--- config.mk ---
export PLATFORM = sky130hd
export DESIGN_NAME = fast_square_sweep_ctrl
export DESIGN_NICKNAME = d
export VERILOG_FILES = /design/src/rtl/fast_square_sweep_ctrl.sv
export SDC_FILE = /design/constraint.sdc
export NUM_CORES = 1
export LEC_CHECK = 0
export ABC_CLOCK_PERIOD_IN_PS = 2300
export CAP_MARGIN = 25
export CORE_MARGIN = 2
export CORE_UTILIZATION = 35
export CTS_CLUSTER_DIAMETER = 40
export DETAILED_ROUTE_END_ITERATION = 16
export PLACE_DENSITY_LB_ADDON = 0.25
export SLEW_MARGIN = 0
export SYNTH_ARGS = -nofsm -noshare
export SYNTH_HDL_FRONTEND = slang
export SYNTH_SLANG_ARGS = --single-unit
--- constraint.sdc ---
create_clock -name clock -period 2.3 [get_ports clock]
set_input_delay 0.23 -clock clock [delete_from_list [all_inputs] [get_ports clock]]
set_output_delay 0.23 -clock clock [all_outputs]
set_load 0.03 [all_outputs]
--- src/rtl/fast_square_sweep_ctrl.sv ---
// fast_square_sweep_ctrl: frequency-sweep sequencer for the fast-square receive path.
// Walks NUM_FREQ_STEPS tones through RESET -> (SETTLE -> RECORD -> STEP)* and drives the
// RX chain controls plus the synthesizer step pulse train.
// Optional build macro FSQ_LOCK_TIMEOUT_EN: bounds the PLL-lock wait in SETTLE; on timeout
// the sweep restarts from RESET and the sticky lock_err flag is raised. Without the macro,
// SETTLE waits for lock indefinitely and lock_err is tied low.
module fast_square_sweep_ctrl #(
  parameter int NUM_FREQ_STEPS     = 32,
  parameter int STEP_W             = 8,
  parameter int CNT_W              = 20,
  parameter int RESET_TICKS        = 1048575,
  parameter int SETTLE_TICKS       = 640,
  parameter int RECORD_TICKS       = 15000,
  parameter int STEP_PULSES        = 2,
  parameter int STEP_PULSE_TICKS   = 10,
  parameter int STEP_GAP_TICKS     = 10,
  parameter int LOCK_TIMEOUT_TICKS = 65535
) (
  input  logic              clock,
  input  logic              reset,
  input  logic              start,
  input  logic              continuous,
  input  logic              abort,
  input  logic              freq_step_reset_in,
  input  logic              pll_locked,
  output logic              rx_reset,
  output logic              rx_record,
  output logic              rx_next,
  output logic              freq_step_out,
  output logic [STEP_W-1:0] step_index,
  output logic              busy,
  output logic              sweep_done,
  output logic [15:0]       sweep_count,
  output logic              lock_err
);

  // Total STEP length: pulses plus the gaps between them (no trailing gap).
  localparam int STEP_TICKS = STEP_PULSES * STEP_PULSE_TICKS
                            + (STEP_PULSES - 1) * STEP_GAP_TICKS;

  localparam logic [CNT_W-1:0]  RESET_LAST  = CNT_W'(RESET_TICKS - 1);
  localparam logic [CNT_W-1:0]  SETTLE_LAST = CNT_W'(SETTLE_TICKS - 1);
  localparam logic [CNT_W-1:0]  RECORD_LAST = CNT_W'(RECORD_TICKS - 1);
  localparam logic [CNT_W-1:0]  STEP_LAST   = CNT_W'(STEP_TICKS - 1);
  localparam logic [CNT_W-1:0]  PULSE_LAST  = CNT_W'(STEP_PULSE_TICKS - 1);
  localparam logic [CNT_W-1:0]  GAP_LAST    = CNT_W'(STEP_GAP_TICKS - 1);
  localparam logic [CNT_W-1:0]  CNT_ONE     = CNT_W'(1);
  localparam logic [STEP_W-1:0] LAST_TONE   = STEP_W'(NUM_FREQ_STEPS - 1);
  localparam logic [STEP_W-1:0] STEP_ONE    = STEP_W'(1);
  localparam logic [15:0]       SWEEP_ONE   = 16'd1;

  typedef enum logic [2:0] {
    S_IDLE   = 3'd0,
    S_RESET  = 3'd1,
    S_SETTLE = 3'd2,
    S_RECORD = 3'd3,
    S_STEP   = 3'd4
  } state_t;

  state_t           state;
  state_t           next_state;
  logic [CNT_W-1:0] cnt;
  logic             restart;
  logic             step_adv;
  logic             lock_timeout;
  logic             start_taken;

  // Pulse/gap sequencer inside STEP; seg_cnt counts within the current pulse or gap.
  logic [CNT_W-1:0] seg_cnt;
  logic             in_gap;
  logic             step_high;

  // A start is only honoured from IDLE and never alongside abort or a resync.
  assign start_taken = (state == S_IDLE) && start && !abort && !freq_step_reset_in;

`ifdef FSQ_LOCK_TIMEOUT_EN
  localparam logic [CNT_W-1:0] LOCK_LAST = CNT_W'(LOCK_TIMEOUT_TICKS - 1);

  logic [CNT_W-1:0] lock_cnt;

  // The wait for lock expires on the LOCK_TIMEOUT_TICKS-th consecutive unlocked cycle.
  assign lock_timeout = (state == S_SETTLE) && !pll_locked && (lock_cnt == LOCK_LAST);

  // Unlocked-cycle counter: only runs while sitting in SETTLE without lock.
  always_ff @(posedge clock) begin
    if (reset) begin
      lock_cnt <= '0;
    end else if ((state != S_SETTLE) || (next_state != S_SETTLE) || pll_locked) begin
      lock_cnt <= '0;
    end else begin
      lock_cnt <= lock_cnt + CNT_ONE;
    end
  end

  // Sticky timeout flag; a fresh start from IDLE clears it.
  always_ff @(posedge clock) begin
    if (reset) begin
      lock_err <= 1'b0;
    end else if (lock_timeout && !abort && !freq_step_reset_in) begin
      lock_err <= 1'b1;
    end else if (start_taken) begin
      lock_err <= 1'b0;
    end
  end
`else
  assign lock_timeout = 1'b0;
  assign lock_err     = 1'b0;
`endif

  // State register.
  always_ff @(posedge clock) begin
    if (reset) begin
      state <= S_IDLE;
    end else begin
      state <= next_state;
    end
  end

  // Next-state logic; abort beats resync, resync beats lock timeout and normal flow.
  always_comb begin
    next_state = state;
    restart    = 1'b0;
    step_adv   = 1'b0;
    sweep_done = 1'b0;
    if (abort) begin
      next_state = S_IDLE;
    end else if (freq_step_reset_in) begin
      next_state = S_RESET;
      restart    = 1'b1;
    end else if (lock_timeout) begin
      next_state = S_RESET;
    end else begin
      case (state)
        S_IDLE: begin
          if (start) next_state = S_RESET;
        end
        S_RESET: begin
          if (cnt == RESET_LAST) next_state = S_SETTLE;
        end
        S_SETTLE: begin
          if ((cnt >= SETTLE_LAST) && pll_locked) next_state = S_RECORD;
        end
        S_RECORD: begin
          if (cnt == RECORD_LAST) begin
            if (step_index == LAST_TONE) begin
              sweep_done = 1'b1;
              next_state = continuous ? S_RESET : S_IDLE;
            end else begin
              next_state = S_STEP;
            end
          end
        end
        S_STEP: begin
          if (cnt == STEP_LAST) begin
            next_state = S_SETTLE;
            step_adv   = 1'b1;
          end
        end
        default: next_state = S_IDLE;
      endcase
    end
  end

  // Shared phase counter: restarts on any state change, including a resync into RESET.
  always_ff @(posedge clock) begin
    if (reset) begin
      cnt <= '0;
    end else if ((next_state != state) || restart) begin
      cnt <= '0;
    end else begin
      cnt <= cnt + CNT_ONE;
    end
  end

  // Tone index: zeroed whenever the sweep (re)starts, advanced when a STEP completes.
  always_ff @(posedge clock) begin
    if (reset) begin
      step_index <= '0;
    end else if (next_state == S_RESET) begin
      step_index <= '0;
    end else if (step_adv) begin
      step_index <= step_index + STEP_ONE;
    end
  end

  // Completed-sweep counter, wrapping naturally at 16 bits.
  always_ff @(posedge clock) begin
    if (reset) begin
      sweep_count <= '0;
    end else if (sweep_done) begin
      sweep_count <= sweep_count + SWEEP_ONE;
    end
  end

  // Pulse/gap sequencing for the step waveform; held cleared outside an ongoing STEP.
  always_ff @(posedge clock) begin
    if (reset) begin
      seg_cnt <= '0;
      in_gap  <= 1'b0;
    end else if ((state != S_STEP) || (next_state != S_STEP)) begin
      seg_cnt <= '0;
      in_gap  <= 1'b0;
    end else if (!in_gap) begin
      if (seg_cnt == PULSE_LAST) begin
        seg_cnt <= '0;
        in_gap  <= 1'b1;
      end else begin
        seg_cnt <= seg_cnt + CNT_ONE;
      end
    end else begin
      if (seg_cnt == GAP_LAST) begin
        seg_cnt <= '0;
        in_gap  <= 1'b0;
      end else begin
        seg_cnt <= seg_cnt + CNT_ONE;
      end
    end
  end

  assign step_high = (state == S_STEP) && !in_gap;

  // Registered step output, one cycle behind the STEP decode.
  always_ff @(posedge clock) begin
    if (reset) begin
      freq_step_out <= 1'b0;
    end else begin
      freq_step_out <= step_high;
    end
  end

  assign rx_reset  = (state == S_RESET);
  assign rx_record = (state == S_RECORD);
  assign rx_next   = (state == S_RECORD) && (cnt == RECORD_LAST) && (step_index != LAST_TONE);
  assign busy      = (state != S_IDLE);

endmodule

# Word-level counts from Yosys, hierarchy flattened
# Index checks and enable logic that the tools add are counted.
# totals
inputBits,7
output_inout_bits,31
elab_cells,63
regBits,69
# op_classes
n_lt_le_gt_ge,1
n_addsub,4
n_mux,24
eq_ne,14
n_reduce_logical,13
# op_table
operator,n
$add 20x1->20 const B,2
$mux 3,8
$eq 20x14->1 const B,1
$eq 20x20->1 const B,1
$eq 20x4->1 const B,1
$eq 20x5->1 const B,1
$ge 20x10->1 const B,1
$add 16x1->16 const B,1
$mux 1,15
$pmux 3 s5,1
$add 8x1->8 const B,1
$eq 8x5->1 const B,1
$ne 8x5->1 const B,1
$eq 3x1->1 const B,2
$eq 3x2->1 const B,2
$ne 3x3->1 const B,2
$reduce_or 2->1,3
$logic_and 1x1->1,4
$eq 3x3->1 const B,1
$logic_not 3->1,1
$ne 3x3->1,1
$reduce_bool 3->1,1
$reduce_or 3->1,1
$logic_or 1x1->1,2
$logic_not 1->1,1

# Logic depth before layout (Yosys ltp)
# depth
ltp_word,9
ltp_mapped,9
mapped_depth_nobuf,8

# Worst setup path before layout
# Ideal clock, no wire load.
# synth_timing
kind,reg-to-reg
start,register state[0]
end,register seg_cnt[12]
stages_incl_launch_ff,8
synth_period_minus_slack_ns,2.721
setup_slack_ns,-0.421
setup_ns,0.063
required_ns,2.237
n_path_buf,1
t_arrival_ns,2.658
cell_sequence,dfxtp_1 inv_1 nor3_1 nand3_1 o31a_1 or4_4 buf_6 nor2_2
# synth_via
elab_chain_len,7
word_cells_on_any_way,17
classes_between,eq/ne (6); mux (8); reduce/logical (3)
# synth_lines
element,line_no,rtl
"start, declared",60,state_t state;
"start signal, assigned",115,state <= next_state;
$eq 3x2->1,-,
net rx_record,27,"output logic rx_record,"
$pmux 3 s5,133,case (state)
$mux 3,127,end else if (freq_step_reset_in) begin
$mux 3,125,if (abort) begin
$ne 3x3->1,200,end else if ((state != S_STEP) || (next_state != S_STEP)) begin
$logic_or 1x1->1,200,
$reduce_or 3->1 (no line),-,
"end signal, assigned",208,seg_cnt <= seg_cnt + CNT_ONE;
"end signal, assigned",215,seg_cnt <= seg_cnt + CNT_ONE;
"end, declared",69,logic [CNT_W-1:0] seg_cnt;
# The timed path passes the listed nets, and every way through them passes these cells.
# A chain may end at the register's enable or synchronous reset.

# Final worst setup path
# layout_timing
start,register cnt[6]
end,register cnt[11]
# layout_via
elab_chain_len,9
word_cells_on_any_way,16
classes_between,add/sub (1); order compare (1); eq/ne (4); mux (7); reduce/logical (3)
# layout_lines
element,line_no,rtl
"start, declared",62,logic [CNT_W-1:0] cnt;
"start signal, assigned",171,cnt <= cnt + CNT_ONE;
$ge 20x10->1,141,if ((cnt >= SETTLE_LAST) && pll_locked) next_state = S_RECORD;
$logic_and 1x1->1,141,
$mux 3,141,
$pmux 3 s5,133,
$mux 3,127,
$mux 3,125,
$ne 3x3->1,168,end else if ((next_state != state) || restart) begin
$logic_or 1x1->1,168,
$reduce_or 2->1 (no line),-,
# Several ways; a longest one is shown, not always the timed one.

==> results <==
- The region available for standard cell placement spans 9680 um2.
- Of all flip-flops after synthesis, the portion carrying an async set or reset was 0%.
- The maximum fanout along the worst path is 5.
- The largest delay contributor family on the critical path is simple AND/OR/NAND/NOR gates.
- The count of buffers added on input and output ports is 36.
- In the final layout, flip-flops and latches occupy 1390 um2.
- The final weighted congestion in routability-driven placement is 0.824.
- The number of buffers on the longest clock path is 2.
- The cell at the root of the clock tree is sky130_fd_sc_hd__clkbuf_8.
- The top-area cell type share of the netlist area is 39.9%.
- The post-synthesis net count is 410.
- Synthesis produced a netlist whose cell count is 396.
- The fmax is 428 MHz.
- TritonCTS built the clock tree.
- The mean post-synth cell area is 8.74 um2.
- Walking the worst path, the cells encountered are or3_4 > or4_4 > or3_4 > o2bb2ai_2 > a31o_4 > clkbuf_16 > nor3_1.
- Per report_power, the clock group accounts for 43.3% of the total.
- Setup repair after global routing could not meet its margin everywhere.
- The most used flip-flop cell after synthesis is sky130_fd_sc_hd__dfxtp_1.
- The initial antenna violation count is 0.
- The flow ran to the end, but the final reports show violations.
- The ratio of total power to cell area is 496 nW/um2.
- The number of enable-type register cells in the synthesized netlist is 0.
- The number of CTS-inserted buffers is 9.
- The worst setup path is captured at a flip-flop.
- The clock drives 69 sinks.
- Global routing finished with a remaining overflow of 0.
- The final reports fail on setup timing.
- The critical path starts at cnt[6]$_SDFF_PP0_.
- The first global-routing pass estimated 14200 um of wire.
- The die width is 103 um.
- Across the VDD grid, the largest voltage drop is 0.318 mV.
- The number of synthesized register bits is 69.
- The startpoint of the tightest hold check path is in_gap$_SDFF_PP0_.
- The pre-CTS worst setup slack is -0.0793 ns.
- The count of synthesis-stage warnings from yosys is 0.
- The multi-input gate area in the final layout is 2080 um2.
- The repair_antennas step left the layout with diodes totalling 0.
- The die outline area is 10700 um2.
- The path type of the worst min-delay path is flip-flop to flip-flop.
- The number of buffers and inverters on the critical path is 1.
- After clock tree synthesis, the clock-pin slew on the worst setup and hold paths is 0.08 ns.
- The number of global-route vias before repair is 2988.
- After filler insertion, the fill cell instance count of the layout stands at 924.
- The highest cell delay on the worst timing path is 0.52 ns.
- Setup slack on the critical path of the routed design comes to -0.0360 ns.
- The number of nets with antenna violations after routing is 0.
- The slowest stage of the critical path belongs to the cell sky130_fd_sc_hd__or4_4.
- The DRC marker count from the first detailed-route iteration is 126.
- The number of nets in the layout is 494.
- The worst pin sits at a relative slew slack of 62.2%.
- The pin slew with the least headroom to its limit is 0.562 ns.
- The area growth from synthesis to layout is 35.6%.
- The share of power burned in registers is 51.5%.
- The number of remaining DRC errors is 0.
- The total of max-cap violations is 0.
- The total routed wirelength is 8870 um.
- The required time of the worst setup path is 2.54 ns.
- Entering global routing, the biggest net connects 30 pins.
- The clock insertion delay at the later pin of the skew report is 0.36 ns.
- Dividing the detail-routed wire length by the instance count gives 14.3 um.
- Measured along the y axis, the die boundary spans 103 um.
- Total power for the finished layout comes to 0.00233 W.
- The number of vias after detailed routing is 3092.
- The initialized floorplan defines 36 standard-cell rows.
- The initial utilization of the core area, before any placement, comes to 35.7%.
- The post-route netlist has 25.6% of its cells at a drive strength greater than 1.
- The startpoint of the lowest-slack register-to-register path is cnt[6]$_SDFF_PP0_.
- The final-report hold violation count is 0.
- sky130_fd_sc_hd__dfxtp_1 takes more of the synthesized area than any other cell.
- The mean number of vias per cell is 5.00.
- Yosys attributes the largest share of cell area to sky130_fd_sc_hd__dfxtp_1 40%, sky130_fd_sc_hd__xnor2_1 8.4%, sky130_fd_sc_hd__nor3_1 6.9%, sky130_fd_sc_hd__xor2_1 6.1%, sky130_fd_sc_hd__nor2_2 3.6%.
- The placed cell area is 4220 um2.
- The worst setup path is of the flip-flop to flip-flop kind.
- Once layout is done, the placed cells without fillers occupy 4690 um2.
- The HPWL after detailed placement is 5800 um.
- The iteration count of the initial detailed-routing pass is 4.
- On the final layout, the worst clock skew is 0.0173 ns.
- Cell internal power was estimated by the tool at 0.00176 W.
- For this run, the total global-route usage over all layers was measured as 17.2%.
- In this run the cell area of the synthesized design comes to 3460 um2.
- The data arrival time of the worst path is 2.57 ns.
- The worst register-to-register path has a setup slack of -0.04 ns.
- The logic gate share of total power is 5.2%.
- The share of total power consumed by net switching is 24.6%.
- The proportion of synthesized chip area in sequential cells is 39.9%.
- The post-layout minimum cycle time is 2.34 ns.
- The reported leakage power is 1.62 nW.
- The share of the clock period used by the worst path after layout is 102%.
- The H-tree level count is 3.
- Setup violations remaining at the end of the flow were counted as 24.
- The number of slew-limit violations in the final report is 0.
- By instance count, the cell type seen most on the critical path is sky130_fd_sc_hd__or3_4.
- Across all hold checks on the routed design, the worst slack comes to 0.496 ns.
- STA classifies the critical path startpoint as a flip-flop.
- The number of different library cells used by synthesis comes to 50.
- The switching power is 0.000573 W.
- The total I/O pin count is 38.
-- Yosys cell counts (2+ instances only) --
library cell,n
sky130_fd_sc_hd__dfxtp_1,69
sky130_fd_sc_hd__nor3_1,48
sky130_fd_sc_hd__nor2_1,33
sky130_fd_sc_hd__xnor2_1,33
sky130_fd_sc_hd__xor2_1,24
sky130_fd_sc_hd__nand3_1,23
sky130_fd_sc_hd__nand2_1,22
sky130_fd_sc_hd__nor2_2,20
sky130_fd_sc_hd__nand4_1,18
sky130_fd_sc_hd__inv_1,12
sky130_fd_sc_hd__nor4_1,10
sky130_fd_sc_hd__clkbuf_1,9
sky130_fd_sc_hd__and4_1,8
sky130_fd_sc_hd__and3_1,7
sky130_fd_sc_hd__ha_1,7
sky130_fd_sc_hd__nor4b_1,4
sky130_fd_sc_hd__or3_1,4
sky130_fd_sc_hd__a21oi_1,3
sky130_fd_sc_hd__buf_2,3
sky130_fd_sc_hd__buf_6,3
sky130_fd_sc_hd__o21ai_0,3
sky130_fd_sc_hd__a311oi_1,2
sky130_fd_sc_hd__and2_1,2
sky130_fd_sc_hd__mux2i_1,2
sky130_fd_sc_hd__o2bb2ai_1,2
-- cell type report --
class                   count  area share (%)
multi-input cells         300            44.2
flip-flops and latches     69            29.7
repair buffers             88            17.4
well taps                 133            3.55
clock buffers               9            2.64
clock inverters             7            1.57
inverters                  12           0.960
-- layer usage --
layer	track usage (%)	wire (um)	up-vias
met5	0	0	-
met2	26.1	4170	43
li1	-	-	1575
met1	23.8	4280	1467
met3	3.97	349	7
met4	6.28	63	0
-- final timing paths --
path,end,cells after the start
max,cnt[11]$_SDFF_PP0_,7
min,freq_step_out$_SDFF_PP0_,1
max reg2reg,cnt[11]$_SDFF_PP0_,7
min reg2reg,freq_step_out$_SDFF_PP0_,1
-- power by group through the flow --
stage / logic [W] / clock network (W) / registers, W
after CTS: 0.000108 / 0.00104 / 0.00120
after detailed placement: 0.000104 / 0 / 0.00123
final: 0.000120 / 0.00101 / 0.00120
after floorplan: 0.0000568 / 0 / 0.00123
after global routing: 0.000131 / 0.00109 / 0.00120
after global placement: 0.000103 / 0 / 0.00123
-- layout by cell type (no fill, tap or decap), drive strengths merged, types with 2 or more instances in the layout --
cell type and instances:
nor2 53, nor4 11, nand3 23, buf 52
ha 7, nor3 49, a311oi 2, and4 8
mux2i 2, clkinv 3, xor2 24, clkdlybuf4s50 32
o21ai 3, inv 14, or4 4, nand2 22
or3 5, dfxtp 69, and3 7, and2 3
nand4 18, xnor2 33, nor4b 4, clkbuf 11
a21oi 3, o2bb2ai 2
-- registers in the layout, indices dropped and copies added (netlist names) --
signal and count:
sweep_count 16, in_gap 1, state 3, cnt 20
step_index 8, freq_step_out 1, seg_cnt 20
-- timing repair --
action | in CTS | in global routing
cloned | 1 | 5
setup buffers | 2 | 7
hold buffers | 0 | 0
endpoints found under the setup margin | 29 | 55
resized for setup | 12 | 19
pin swaps | 18 | 12
-- cell families (layout without fill, tap and decap cells) --
family / Yosys count / count (layout) / share of synthesized area (%)
compound gates: 21 / 21 / 4.88
xor+xnor: 57 / 57 / 14.4
fa+ha+maj: 7 / 7 / 2.53
buf+inv: 29 / 116 / 4.05
flops: 69 / 69 / 39.9
mux: 2 / 2 / 0.578
other cells: 1 / 1 / 0.108
simple gates: 210 / 212 / 33.5
-- through the flow --
stage                     util (%)  std cells  TNS [ns]
after detailed placement      43.6        587     -1.43
after global routing          48.5        618     -3.32
final                         48.5        618    -0.337
after floorplan                  -        396    -0.206
after global placement        43.6        587    -0.172
after CTS                     46.2        606    -0.101
No activity file was read; power rests on OpenSTA's default activity.
